--- config.mk ---
export PLATFORM = sky130hd
export DESIGN_NAME = dcm_ps_responder_flat
export DESIGN_NICKNAME = d
export VERILOG_FILES = /design/src/rtl/dcm_ps_responder_if.sv /design/src/rtl/dcm_ps_responder.sv /design/src/flat_wrapper.sv
export SDC_FILE = /design/constraint.sdc
export NUM_CORES = 1
export LEC_CHECK = 0
export CORE_UTILIZATION = 37
export DETAILED_ROUTE_END_ITERATION = 8
export PLACE_DENSITY = 0.73
export SETUP_SLACK_MARGIN = 0.02
export SYNTH_ARGS = -nofsm -noshare
export SYNTH_HDL_FRONTEND = slang
export SYNTH_SLANG_ARGS = --single-unit
--- constraint.sdc ---
create_clock -name clk_i -period 2 [get_ports clk_i]
set_clock_uncertainty 0.05 [all_clocks]
set_input_delay 0.2 -clock clk_i [delete_from_list [all_inputs] [get_ports clk_i]]
set_output_delay 0.2 -clock clk_i [all_outputs]
set_load 0.01 [all_outputs]
--- src/rtl/dcm_ps_responder_if.sv ---
// dcm_ps_responder_if: phase-shift request/response and delay-line signals between a controller side and the responder.
interface dcm_ps_if;
    logic       psen_i;
    logic       psincdec_i;
    logic       psdone_o;
    logic [7:0] status_o;
    logic [8:0] phase_o;
    logic       locked_i;
    logic       clk_stopped_i;
    logic       dly_ce_o;
    logic       dly_inc_o;
    logic       dly_busy_i;
    modport master (
        output psen_i, psincdec_i, locked_i, clk_stopped_i, dly_busy_i,
        input  psdone_o, status_o, phase_o, dly_ce_o, dly_inc_o
    );
    modport slave (
        input  psen_i, psincdec_i, locked_i, clk_stopped_i, dly_busy_i,
        output psdone_o, status_o, phase_o, dly_ce_o, dly_inc_o
    );
endinterface

--- src/rtl/dcm_ps_responder.sv ---
// dcm_ps_responder: DCM-style phase-shift target that steps a fine delay line and tracks the signed phase.
module dcm_ps_responder #(
    parameter int PS_MAX     = 255,
    parameter int PS_LATENCY = 4
) (
    input logic     clk_i,
    input logic     reset_i,
    dcm_ps_if.slave ps
);
    localparam int CW = (PS_LATENCY > 1) ? $clog2(PS_LATENCY) : 1;
    localparam logic signed [8:0] PMAX = 9'(PS_MAX);
    localparam logic signed [8:0] NMAX = -PMAX;
    localparam logic [CW-1:0] CLAST = CW'(PS_LATENCY - 1);
    typedef enum logic [2:0] {IDLE, STEP, WAIT_BUSY, DELAY, DONE} state_t;
    state_t state, state_n;
    logic dir, dir_n, ovf, ovf_n;
    logic signed [8:0] phase, phase_n;
    logic [CW-1:0] cnt, cnt_n;
    always_comb begin
        state_n = state;
        dir_n   = dir;
        ovf_n   = ovf;
        phase_n = phase;
        cnt_n   = cnt;
        case (state)
            IDLE: if (ps.psen_i && ps.locked_i) begin
                dir_n = ps.psincdec_i;
                cnt_n = '0;
                if (ps.psincdec_i ? (phase < PMAX) : (phase > NMAX)) begin
                    state_n = STEP;
                end else begin
                    state_n = DELAY;
                    ovf_n   = 1'b1;
                end
            end
            STEP: begin
                phase_n = dir ? phase + 9'sd1 : phase - 9'sd1;
                ovf_n   = 1'b0;
                state_n = WAIT_BUSY;
            end
            WAIT_BUSY: state_n = ps.dly_busy_i ? WAIT_BUSY : DELAY;
            DELAY: begin
                cnt_n   = cnt + 1'b1;
                state_n = (cnt == CLAST) ? DONE : DELAY;
            end
            DONE:    state_n = IDLE;
            default: state_n = IDLE;
        endcase
    end
    // Pulses are registered from the next state so they line up with the state they announce.
    always_ff @(posedge clk_i or posedge reset_i) begin
        if (reset_i) begin
            state        <= IDLE;
            dir          <= 1'b0;
            ovf          <= 1'b0;
            phase        <= '0;
            cnt          <= '0;
            ps.dly_ce_o  <= 1'b0;
            ps.dly_inc_o <= 1'b0;
            ps.psdone_o  <= 1'b0;
        end else begin
            state        <= state_n;
            dir          <= dir_n;
            ovf          <= ovf_n;
            phase        <= phase_n;
            cnt          <= cnt_n;
            ps.dly_ce_o  <= state_n == STEP;
            ps.dly_inc_o <= (state_n == STEP) ? dir_n : ps.dly_inc_o;
            ps.psdone_o  <= state_n == DONE;
        end
    end
    assign ps.phase_o  = phase;
    assign ps.status_o = {5'b0, ps.clk_stopped_i, 1'b0, ovf};
endmodule
--- src/flat_wrapper.sv ---
// flat-port wrapper written by rule: the top's interface ports become plain ports
module dcm_ps_responder_flat 
#(
    parameter int PS_MAX     = 255,
    parameter int PS_LATENCY = 4
)
  (clk_i, reset_i, ps_psen_i, ps_psincdec_i, ps_locked_i, ps_clk_stopped_i, ps_dly_busy_i, ps_psdone_o, ps_status_o, ps_phase_o, ps_dly_ce_o, ps_dly_inc_o);
  dcm_ps_if ps_i ();
  input logic clk_i;
  input logic reset_i;
  input wire logic [$bits(ps_i.psen_i)-1:0] ps_psen_i;
  input wire logic [$bits(ps_i.psincdec_i)-1:0] ps_psincdec_i;
  input wire logic [$bits(ps_i.locked_i)-1:0] ps_locked_i;
  input wire logic [$bits(ps_i.clk_stopped_i)-1:0] ps_clk_stopped_i;
  input wire logic [$bits(ps_i.dly_busy_i)-1:0] ps_dly_busy_i;
  output wire logic [$bits(ps_i.psdone_o)-1:0] ps_psdone_o;
  output wire logic [$bits(ps_i.status_o)-1:0] ps_status_o;
  output wire logic [$bits(ps_i.phase_o)-1:0] ps_phase_o;
  output wire logic [$bits(ps_i.dly_ce_o)-1:0] ps_dly_ce_o;
  output wire logic [$bits(ps_i.dly_inc_o)-1:0] ps_dly_inc_o;
  assign ps_i.psen_i = ps_psen_i;
  assign ps_i.psincdec_i = ps_psincdec_i;
  assign ps_i.locked_i = ps_locked_i;
  assign ps_i.clk_stopped_i = ps_clk_stopped_i;
  assign ps_i.dly_busy_i = ps_dly_busy_i;
  assign ps_psdone_o = ps_i.psdone_o;
  assign ps_status_o = ps_i.status_o;
  assign ps_phase_o = ps_i.phase_o;
  assign ps_dly_ce_o = ps_i.dly_ce_o;
  assign ps_dly_inc_o = ps_i.dly_inc_o;
  dcm_ps_responder #(.PS_MAX(PS_MAX), .PS_LATENCY(PS_LATENCY)) u_core (.clk_i(clk_i), .reset_i(reset_i), .ps(ps_i));
endmodule
==> results of run 1 <==
==> layout make-up <==
cell class	instances	area share (%)
Clock buffer	3	1.40
Clock inverter	1	0.311
Inverter	5	1.32
Multi-Input combinational cell	103	45.8
Sequential cell	19	29.5
Tap cell	44	3.42
Timing Repair Buffer	33	18.2
==> flip-flops by register name, indices dropped and copies added, names as in the netlist <==
signal / flops
u_core.cnt: 2
u_core.dir: 1
u_core.ovf: 1
u_core.ps.dly_ce_o: 1
u_core.ps.dly_inc_o: 1
u_core.ps.phase_o: 9
u_core.ps.psdone_o: 1
u_core.state: 3
==> repair_timing <==
action / in CTS / in global routing
gates resized for setup: 1 / 7
pin swaps: 0 / 3
hold buffers: 0 / 0
setup endpoints to repair: 1 / 3
==> metal layers <==
layer  track usage [%]  vias up  wire [µm]
met5                 0        -          0
met4              1.99        0         16
met3              4.76        2        113
met2              30.0       24       1390
met1              21.6      516       1350
li1                  -      518          -
==> worst min-delay path by stage <==
stage                                 to        startpoint  cells after the start
floorplan                  u_core.cnt[0]           reset_i                      1
global placement          ps_status_o[2]  ps_clk_stopped_i                      0
detailed placement        ps_status_o[2]  ps_clk_stopped_i                      0
CTS                 u_core.ps.phase_o[0]           reset_i                      3
global route        u_core.ps.phase_o[0]           reset_i                      3
finish              u_core.ps.phase_o[0]           reset_i                      3
==> stage by stage <==
stage	area (µm²)	hold WS (ns)	util (%)	total power (W)	std cells
floorplan	1270	0.101	-	0.00197	138
global placement	1540	0.350	49.3	0.00259	204
detailed placement	1540	0.350	49.3	0.00267	204
CTS	1570	0.166	50.3	0.00290	208
global route	1610	0.214	51.5	0.00328	208
finish	1610	0.159	51.5	0.00301	208
==> cell usage in the layout, fill, tap and decap left out, types with 3 or more instances in the layout <==
master,instances
dfrtp_1,19
conb_1,6
clkbuf_4,3
inv_1,4
o21ai_1,4
xor2_1,3
o21a_1,3
xnor2_1,4
nand2_1,16
buf_4,15
nor3_1,7
ha_1,7
clkdlybuf4s50_1,18
a21oi_1,5
nor2_1,8
o21ai_0,4
==> logic make-up (layout without fill, tap and decap cells) <==
group,count (synthesis),after routing,share of synthesized area (%)
AO/OA/AOI/OAI,31,31,16.5
XOR/XNOR,7,7,4.90
adder cells (fa/ha/maj),9,9,9.59
buffers and inverters,16,42,7.69
flip-flops,19,19,38.0
multiplexers,3,3,2.80
other,1,6,0.299
AND/OR/NAND/NOR,47,47,20.3
==> critical path, cell delays in order (launching register included) <==
cell	delay, ns
dfrtp_1	0.47
nor4bb_2	0.46
and2b_4	0.25
a21o_4	0.09
and3_4	0.19
mux2_4	0.29
==> power breakdown <==
group          internal, W  leakage (nW)  switching [W]  total, W
Sequential        0.000552         0.237       0.000182  0.000734
Clock            0.0000747        0.0177       0.000129  0.000204
Combinational      0.00107         0.452        0.00100   0.00207
Total              0.00169         0.706        0.00132   0.00301
==> summary.txt, run 1 <==
Synth
  • Largest cells by area after synthesis: dfrtp_1, ha_1, buf_4, nand2_1, nor3_1
  • Ys Warns: 0
  • Yosys reg bits: 19
  • Asr flop ratio synth: between 90% and 100%
  • Synthesized area: 0.00125 mm²
  • Mapped Cells: 133
  • Post-synthesis sequential area ratio: 38.0%
  • Main synth FF type: dfrtp_1
  • Synthesized area per cell: 9.42 µm²
  • EDFF count, synth: 0
  • Cell taking the most area after synthesis: dfrtp_1
  • Count leader, synth: dfrtp_1
  • Area share of the largest cell type after synthesis: 38.0%
  • Most common library cells after synthesis: dfrtp_1, nand2_1, buf_4
  • Synth cell types: 42

Detailed routing
  • Final WL: 2870 µm
  • DRT Pass-1 Iters: 4
  • Drt wl/cell: 13.8 µm
  • Antenna viol nets, final: 0
  • Vias per cell: 5.10
  • # DRC: 0
  • Detailed Route Iter0 Violations: 40
  • Vias: 1,060

Power
  • Leakage power: 0.706 nW
  • P per Cell Area: 1870 mW/mm²
  • Peak supply drop: 0.876 mV

CTS
  • CTS Root Cell: clkbuf_4
  • TritonCTS clock tree: done
  • Setup repair bufs after CTS: 0
  • Longest Clk Path Bufs: 2
  • Total CTS buffers: 3
  • Clock transition at path regs: 0.12 ns
  • H-tree Lvls: 1
  • Clk sinks: 19
  • Clock Latency Late Sink: 0.30 ns

Placement
  • Pre-CTS WS: -0.0667 ns
  • Routability cong.: between 0.9 and 1
  • Detailed placement HPWL: 2190 µm
  • I/O Buffers: 18

Finish
  • ANT cells: 0
  • Multi-input logic area: 738 µm²
  • Fillers: 298
  • Layout cells sized above 1: 20.1%
  • Final nets: between 150 and 200
  • Area Overhead vs Synth: 28.6%
  • Storage element area: approximately 480 µm²

Global routing
  • Total gr overflow: 0
  • Vias in the first global route: around 1,100
  • Largest net degree at the start of global routing: 20
  • GRT Util Overall: roughly 17%
  • Antenna violations before repair: 0
  • Global-route wire length before repair: 4670 µm

Timing
  • Max-slew violations: 0
  • Setup_tns: 0 ns
  • Setup violators final: 0
  • Max Clock Freq: ~530 MHz
  • Final Hold Fails: 0
  • Final setup margin: 0.102 ns
  • Tmin final: 1.90 ns
  • RSZ-0062 raised after global routing: false
  • Final Cycle Share: 94.9%

Critical path
  • Worst setup endpoint: u_core.ps.dly_inc_o
  • Startpoint Class: flip-flop
  • Worst flop-to-flop path startpoint: u_core.state[1]
  • Crit path max fanout: 7
  • Crit Path Class: flip-flop to flip-flop
  • Setup crit end kind: flip-flop
  • FF-to-FF setup slack: 0.10 ns
  • FF-to-FF path depth: 5
  • FF-to-FF End: u_core.ps.dly_inc_o
  • Worst Path Required: roughly 2.2 ns
  • CP arrival: 2.05 ns
  • Worst Setup SP: u_core.state[1]

Floorplanning
  • Die ar.: 0.00362 mm²
  • Core Area: 0.00313 mm²
  • Initial Utilization: 40.0%
  • IO Pins: 27
  • Width of the die: 60.2 µm
  • FP Rows: 20
  • Chip Height: 60.2 µm

Run status
  • Outcome: finished, final reports clean

Flow run
  • Max-cap viol count: 0

Min path
  • HP Class: input pin to asynchronous set/reset pin
Power figures use the tool's default switching activity.
==> run 2: changes to the inputs <==
--- a/config.mk
+++ b/config.mk
@@ -5,10 +5,11 @@
 export SDC_FILE = /design/constraint.sdc
 export NUM_CORES = 1
 export LEC_CHECK = 0
-export CORE_UTILIZATION = 37
+export CORE_UTILIZATION = 39
 export DETAILED_ROUTE_END_ITERATION = 8
-export PLACE_DENSITY = 0.73
+export PLACE_DENSITY = 0.75
 export SETUP_SLACK_MARGIN = 0.02
+export SLEW_MARGIN = 20
 export SYNTH_ARGS = -nofsm -noshare
 export SYNTH_HDL_FRONTEND = slang
 export SYNTH_SLANG_ARGS = --single-unit
==> run 2 against run 1 <==
Against the previous run: setup slack lost 0.028 ns; via count decreased by 2.2%; sequential share of layout area rose by 0.63 points; critical path type unchanged; core utilization increased by 0.16 points; non-clock buffer count is 1 lower; routed wire length shrank 4.1%.
==> summary.txt, run 2 (synthesis gave the netlist of run 1 again) <==
Critical path
  • CP arrival: 2.10 ns
  • Setup crit end kind: flip-flop
  • Startpoint Class: flip-flop
  • Crit Path Class: flip-flop to flip-flop
  • Crit-path max cell delay: 0.42 ns
  • Worst Path Required: 2.17 ns
  • Slowest-stage cell, CP: dfrtp_1
  • Critical Path, Cell by Cell: buf_4 > ha_1 > a21oi_2 > o21ai_1 > o21a_1 > o21a_1 > o31ai_2
  • Most used cell, CP: o21a_1
  • FF-to-FF path depth: 7
  • FF-to-FF End: u_core.ps.phase_o[5]
  • FF-to-FF setup slack: 0.07 ns
  • Worst flop-to-flop path startpoint: u_core.ps.phase_o[1]
  • Crit path max fanout: 5

Min path
  • HP Class: input pin to asynchronous set/reset pin

Power
  • Leakage power: 0.700 nW
  • Power Total: between 0.002 and 0.003 W
  • P per Cell Area: between 1500 and 2000 mW/mm²
  • Peak supply drop: 1.11 mV

CTS
  • Clock transition at path regs: 0.11 ns
  • H-tree Lvls: 1
  • Hold_buf cts: 0
  • Longest Clk Path Bufs: 2
  • TritonCTS clock tree: done
  • Total CTS buffers: 3
  • Clk sinks: 19
  • Clock Latency Late Sink: 0.30 ns
  • CTS Root Cell: clkbuf_4

Detailed routing
  • # DRC: 0
  • Final WL: 2750 µm
  • Detailed Route Iter0 Violations: 36
  • Antenna viol nets, final: 0
  • Vias: approximately 1,000
  • Drt wl/cell: about 13 µm
  • DRT Pass-1 Iters: 4
  • Vias per cell: between 5 and 6

Floorplanning
  • Core Area: 0.00305 mm²
  • IO Pins: 27
  • Width of the die: roughly 59 µm
  • Initial Utilization: 41.0%
  • Die ar.: 0.00344 mm²
  • Chip Height: around 59 µm
  • FP Rows: 20

Global routing
  • GRT Util Overall: 16.4%
  • Global-route wire length before repair: 4300 µm
  • Total gr overflow: 0
  • Antenna violations before repair: 0
  • Vias in the first global route: 1,025
  • Largest net degree at the start of global routing: 20

Finish
  • Max FFs per register: 9
  • ANT cells: 0
  • Fillers: 306
  • Layout cells sized above 1: 17.2%
  • Most frequent cells in the layout: dfrtp_1, clkdlybuf4s50_1, nand2_1, buf_4
  • Final nets: 180
  • Area Overhead vs Synth: 25.9%
  • Non-filler instance count after layout: between 200 and 250
  • Most common cell after layout, fill and taps aside: dfrtp_1

Timing
  • Max-slew violations: 0
  • Final Hold Fails: 0
  • Setup violators final: 0
  • RSZ-0062 raised after global routing: true
  • Tmin final: 1.93 ns
  • Final Cycle Share: between 90% and 100%
  • Setup_tns: 0 ns
  • Max Clock Freq: 519 MHz

Flow run
  • Max-cap viol count: 0

Run status
  • Outcome: finished, final reports clean

Placement
  • Routability cong.: between 0.9 and 1
  • Detailed placement HPWL: 2010 µm
  • I/O Buffers: 18
  • Placed cell count: around 200
==> run 2: what timing repair did <==
| item | CTS | global route |
|---|---|---|
| gates resized for setup | 0 | 3 |
| buffers inserted | 0 | 1 |
| endpoints found under the setup margin | 0 | 4 |
==> run 2: how the worst max path moves through the flow <==
stage | start | end | depth (start not counted)
after floorplan | u_core.ps.phase_o[0] | u_core.ps.phase_o[8] | 6
after global placement | ps_locked_i | u_core.ps.dly_inc_o | 6
after detailed placement | ps_locked_i | u_core.ps.dly_inc_o | 6
after CTS | u_core.ps.phase_o[1] | u_core.ps.phase_o[5] | 7
after global routing | u_core.dir | u_core.ps.phase_o[8] | 7
final | u_core.ps.phase_o[1] | u_core.ps.phase_o[5] | 7
==> run 2: final cells by class <==
class | count | area (µm²) | share of cell area (%)
multi-input cells | 103 | 714 | 45.3
flip-flops and latches | 19 | 475 | 30.2
repair buffers | 32 | 285 | 18.1
well taps | 44 | 55.1 | 3.49
clock buffers | 3 | 22.5 | 1.43
inverters | 5 | 18.8 | 1.19
clock inverters | 1 | 5.00 | 0.317
==> run 2: per-stage QoR <==
stage                     utilization [%]  cell area (µm²)  hold WS (ns)  setup slack, ns
after CTS                            50.9             1550         0.162           0.0320
after global placement               50.0             1530         0.350           0.0400
after global routing                 51.6             1580         0.169          -0.0518
after detailed placement             50.0             1530         0.350          0.00303
final                                51.6             1580         0.158           0.0745
after floorplan                         -             1270         0.101           0.0333
==> run 2: metal layers <==
metal	vias up	part of all wire, %	track usage, %	routed length (µm)
met4	0	0	2.04	0
met5	-	0	0	0
met1	494	45	19.6	1240
li1	517	-	-	-
met2	26	51	30.0	1400
met3	0	4.1	4.62	113
==> run 2: worst max-delay path, delay by kind of cell (launching register included) <==
kind | cells | cell delay [ns]
AO/OA/AOI/OAI | 5 | 0.90
flip-flops | 1 | 0.42
buffers and inverters | 1 | 0.16
adder cells (fa/ha/maj) | 1 | 0.31
==> run 2: report_power, final <==
part	internal, W	switching [W]	total [W]
combinational	0.00101	0.000974	0.00199
sequential	0.000552	0.000170	0.000722
clock	0.0000747	0.000126	0.000201
==> run 3: changes to the inputs <==
--- a/config.mk
+++ b/config.mk
@@ -5,7 +5,9 @@
 export SDC_FILE = /design/constraint.sdc
 export NUM_CORES = 1
 export LEC_CHECK = 0
+export CORE_ASPECT_RATIO = 1.1
 export CORE_UTILIZATION = 39
+export CTS_CLUSTER_DIAMETER = 80
 export DETAILED_ROUTE_END_ITERATION = 8
 export PLACE_DENSITY = 0.75
 export SETUP_SLACK_MARGIN = 0.02
==> run 3 against run 2 <==
Against the previous run: first-iteration DRC count is 31% lower; sequential power is 2% higher; clock power hardly changed; die area hardly changed; global-route usage is 0.93 points higher; fmax is 0.48% lower; sequential share of layout area is 0.21 points lower; flip-flop and latch count stayed put.
==> summary.txt, run 3 (synthesis gave the netlist of run 1 again) <==
Global routing
  • GRT Util Overall: 17.3%
  • Global-route wire length before repair: 4660 µm
  • Antenna violations before repair: 0
  • Largest net degree at the start of global routing: 20
  • Vias in the first global route: roughly 1,000
  • Total gr overflow: 0

Timing
  • Final Cycle Share: between 90 and 100%
  • Max-slew violations: 0
  • Tmin final: 1.93 ns
  • Setup_tns: 0 ns
  • RSZ-0062 raised after global routing: true
  • Max Clock Freq: 517 MHz
  • Setup violators final: 0
  • Final Hold Fails: 0

Floorplanning
  • Initial Utilization: roughly 41%
  • IO Pins: 27
  • Die ar.: 0.00344 mm²
  • Width of the die: roughly 56 µm
  • FP Rows: 21
  • Core Area: slightly above 0.003 mm²
  • Chip Height: 61.4 µm

Detailed routing
  • Vias: 1,064
  • Antenna viol nets, final: 0
  • Final WL: around 2800 µm
  • Vias per cell: 5.35
  • # DRC: 0
  • Detailed Route Iter0 Violations: 25
  • Drt wl/cell: 13.8 µm
  • DRT Pass-1 Iters: 4

Critical path
  • WP depth: 7
  • Worst flop-to-flop path startpoint: u_core.dir
  • Startpoint Class: flip-flop
  • Worst Setup SP: u_core.dir
  • Crit-path leading delay family: compound AO/OA/AOI/OAI gates
  • Buf/Inv on CP: 1
  • Critical Path, Cell by Cell: inv_4 > fa_2 > a21o_1 > a221oi_2 > o21bai_1 > mux2i_1 > o32ai_1
  • Crit-path max cell delay: between 0.4 and 0.5 ns
  • Worst setup endpoint: u_core.ps.phase_o[8]
  • Worst Path Required: roughly 2.1 ns
  • FF-to-FF End: u_core.ps.phase_o[8]
  • Crit path max fanout: 8
  • Slowest-stage cell, CP: dfrtp_1
  • Setup crit end kind: flip-flop
  • FF-to-FF path depth: 7
  • FF-to-FF setup slack: 0.07 ns
  • Crit Path Class: flip-flop to flip-flop
  • CP arrival: 2.08 ns

Placement
  • Routability cong.: 0.847
  • I/O Buffers: 18
  • Detailed placement HPWL: 2050 µm

CTS
  • Clock Latency Late Sink: 0.30 ns
  • H-tree Lvls: 1
  • Clk sinks: 19
  • Total CTS buffers: 3
  • TritonCTS clock tree: done
  • Hold_buf cts: 0
  • Clock transition at path regs: approximately 0.11 ns
  • Longest Clk Path Bufs: 2
  • CTS Root Cell: clkbuf_4

Finish
  • Layout cells sized above 1: roughly a fifth
  • Final nets: 182
  • Most frequent cells in the layout: dfrtp_1, clkdlybuf4s50_1, nand2_1, buf_4
  • Max FFs per register: 9
  • Most common cell after layout, fill and taps aside: dfrtp_1
  • Area Overhead vs Synth: 26.8%
  • Fin util: 52.1%
  • ANT cells: 0

Power
  • P per Cell Area: around 1900 mW/mm²
  • Leakage power: about 0.7 nW
  • Peak supply drop: between 1 and 1.5 mV

Run status
  • Outcome: finished, final reports clean

Min path
  • HP Class: input pin to asynchronous set/reset pin

Flow run
  • Max-cap viol count: 0
## run 3: changes by cell type in the layout (fill, tap and decap cells not counted)
cell / change
o21ai_1: -1
buf_4: +2
o21ai_2: +1
fa_2: +1
inv_4: +1
fa_1: -1
inv_2: -1
## run 3: worst min-delay path: cells and delay by family
family | cells | cell delay, ns
buf+inv | 3 | 0.71
## run 3: layer usage
metal / wire length, µm / global-route usage, %
met2: 1370 / 31.0
met5: 0 / 0
met4: 26 / 3.83
met1: 1230 / 21.3
met3: 119 / 4.83
## run 3: final cells by class
type,instances,area (µm²)
Sequential cell,19,475
Multi-Input combinational cell,103,721
Fill cell,279,1460
Tap cell,34,42.5
Clock buffer,3,22.5
Clock inverter,1,5.00
Timing Repair Buffer,34,300
Inverter,5,21.3
## run 3: power breakdown
| part | internal [W] | switching [W] | total, W |
|---|---|---|---|
| logic | 0.00105 | 0.000978 | 0.00203 |
| clock network | 0.0000746 | 0.000126 | 0.000200 |
| registers | 0.000552 | 0.000185 | 0.000738 |
## run 3: timing repair
action,CTS,global route
resized for setup,1,5
setup endpoints to repair,2,4
setup buffers,0,2
pin swaps,0,3
## run 3: worst min path at each step
stage	startpoint	slack [ns]	end
after detailed placement	ps_clk_stopped_i	0.35	ps_status_o[2]
after CTS	reset_i	0.19	u_core.ps.psdone_o
after floorplan	reset_i	0.10	u_core.cnt[0]
after global routing	reset_i	0.19	u_core.state[2]
final	reset_i	0.17	u_core.ps.phase_o[0]
after global placement	ps_clk_stopped_i	0.35	ps_status_o[2]
## run 3: through the flow
stage	setup WS (ns)	cell area [µm²]	cells	total power (W)	hold slack, ns
2_1_floorplan	0.0333	1270	138	0.00197	0.101
3_3_place_gp	0.0142	1520	193	0.00257	0.350
3_5_place_dp	-0.0109	1520	193	0.00266	0.350
4_1_cts	0.0479	1560	197	0.00289	0.185
5_1_grt	-0.0583	1590	199	0.00323	0.188
6_report	0.0652	1590	199	0.00297	0.172
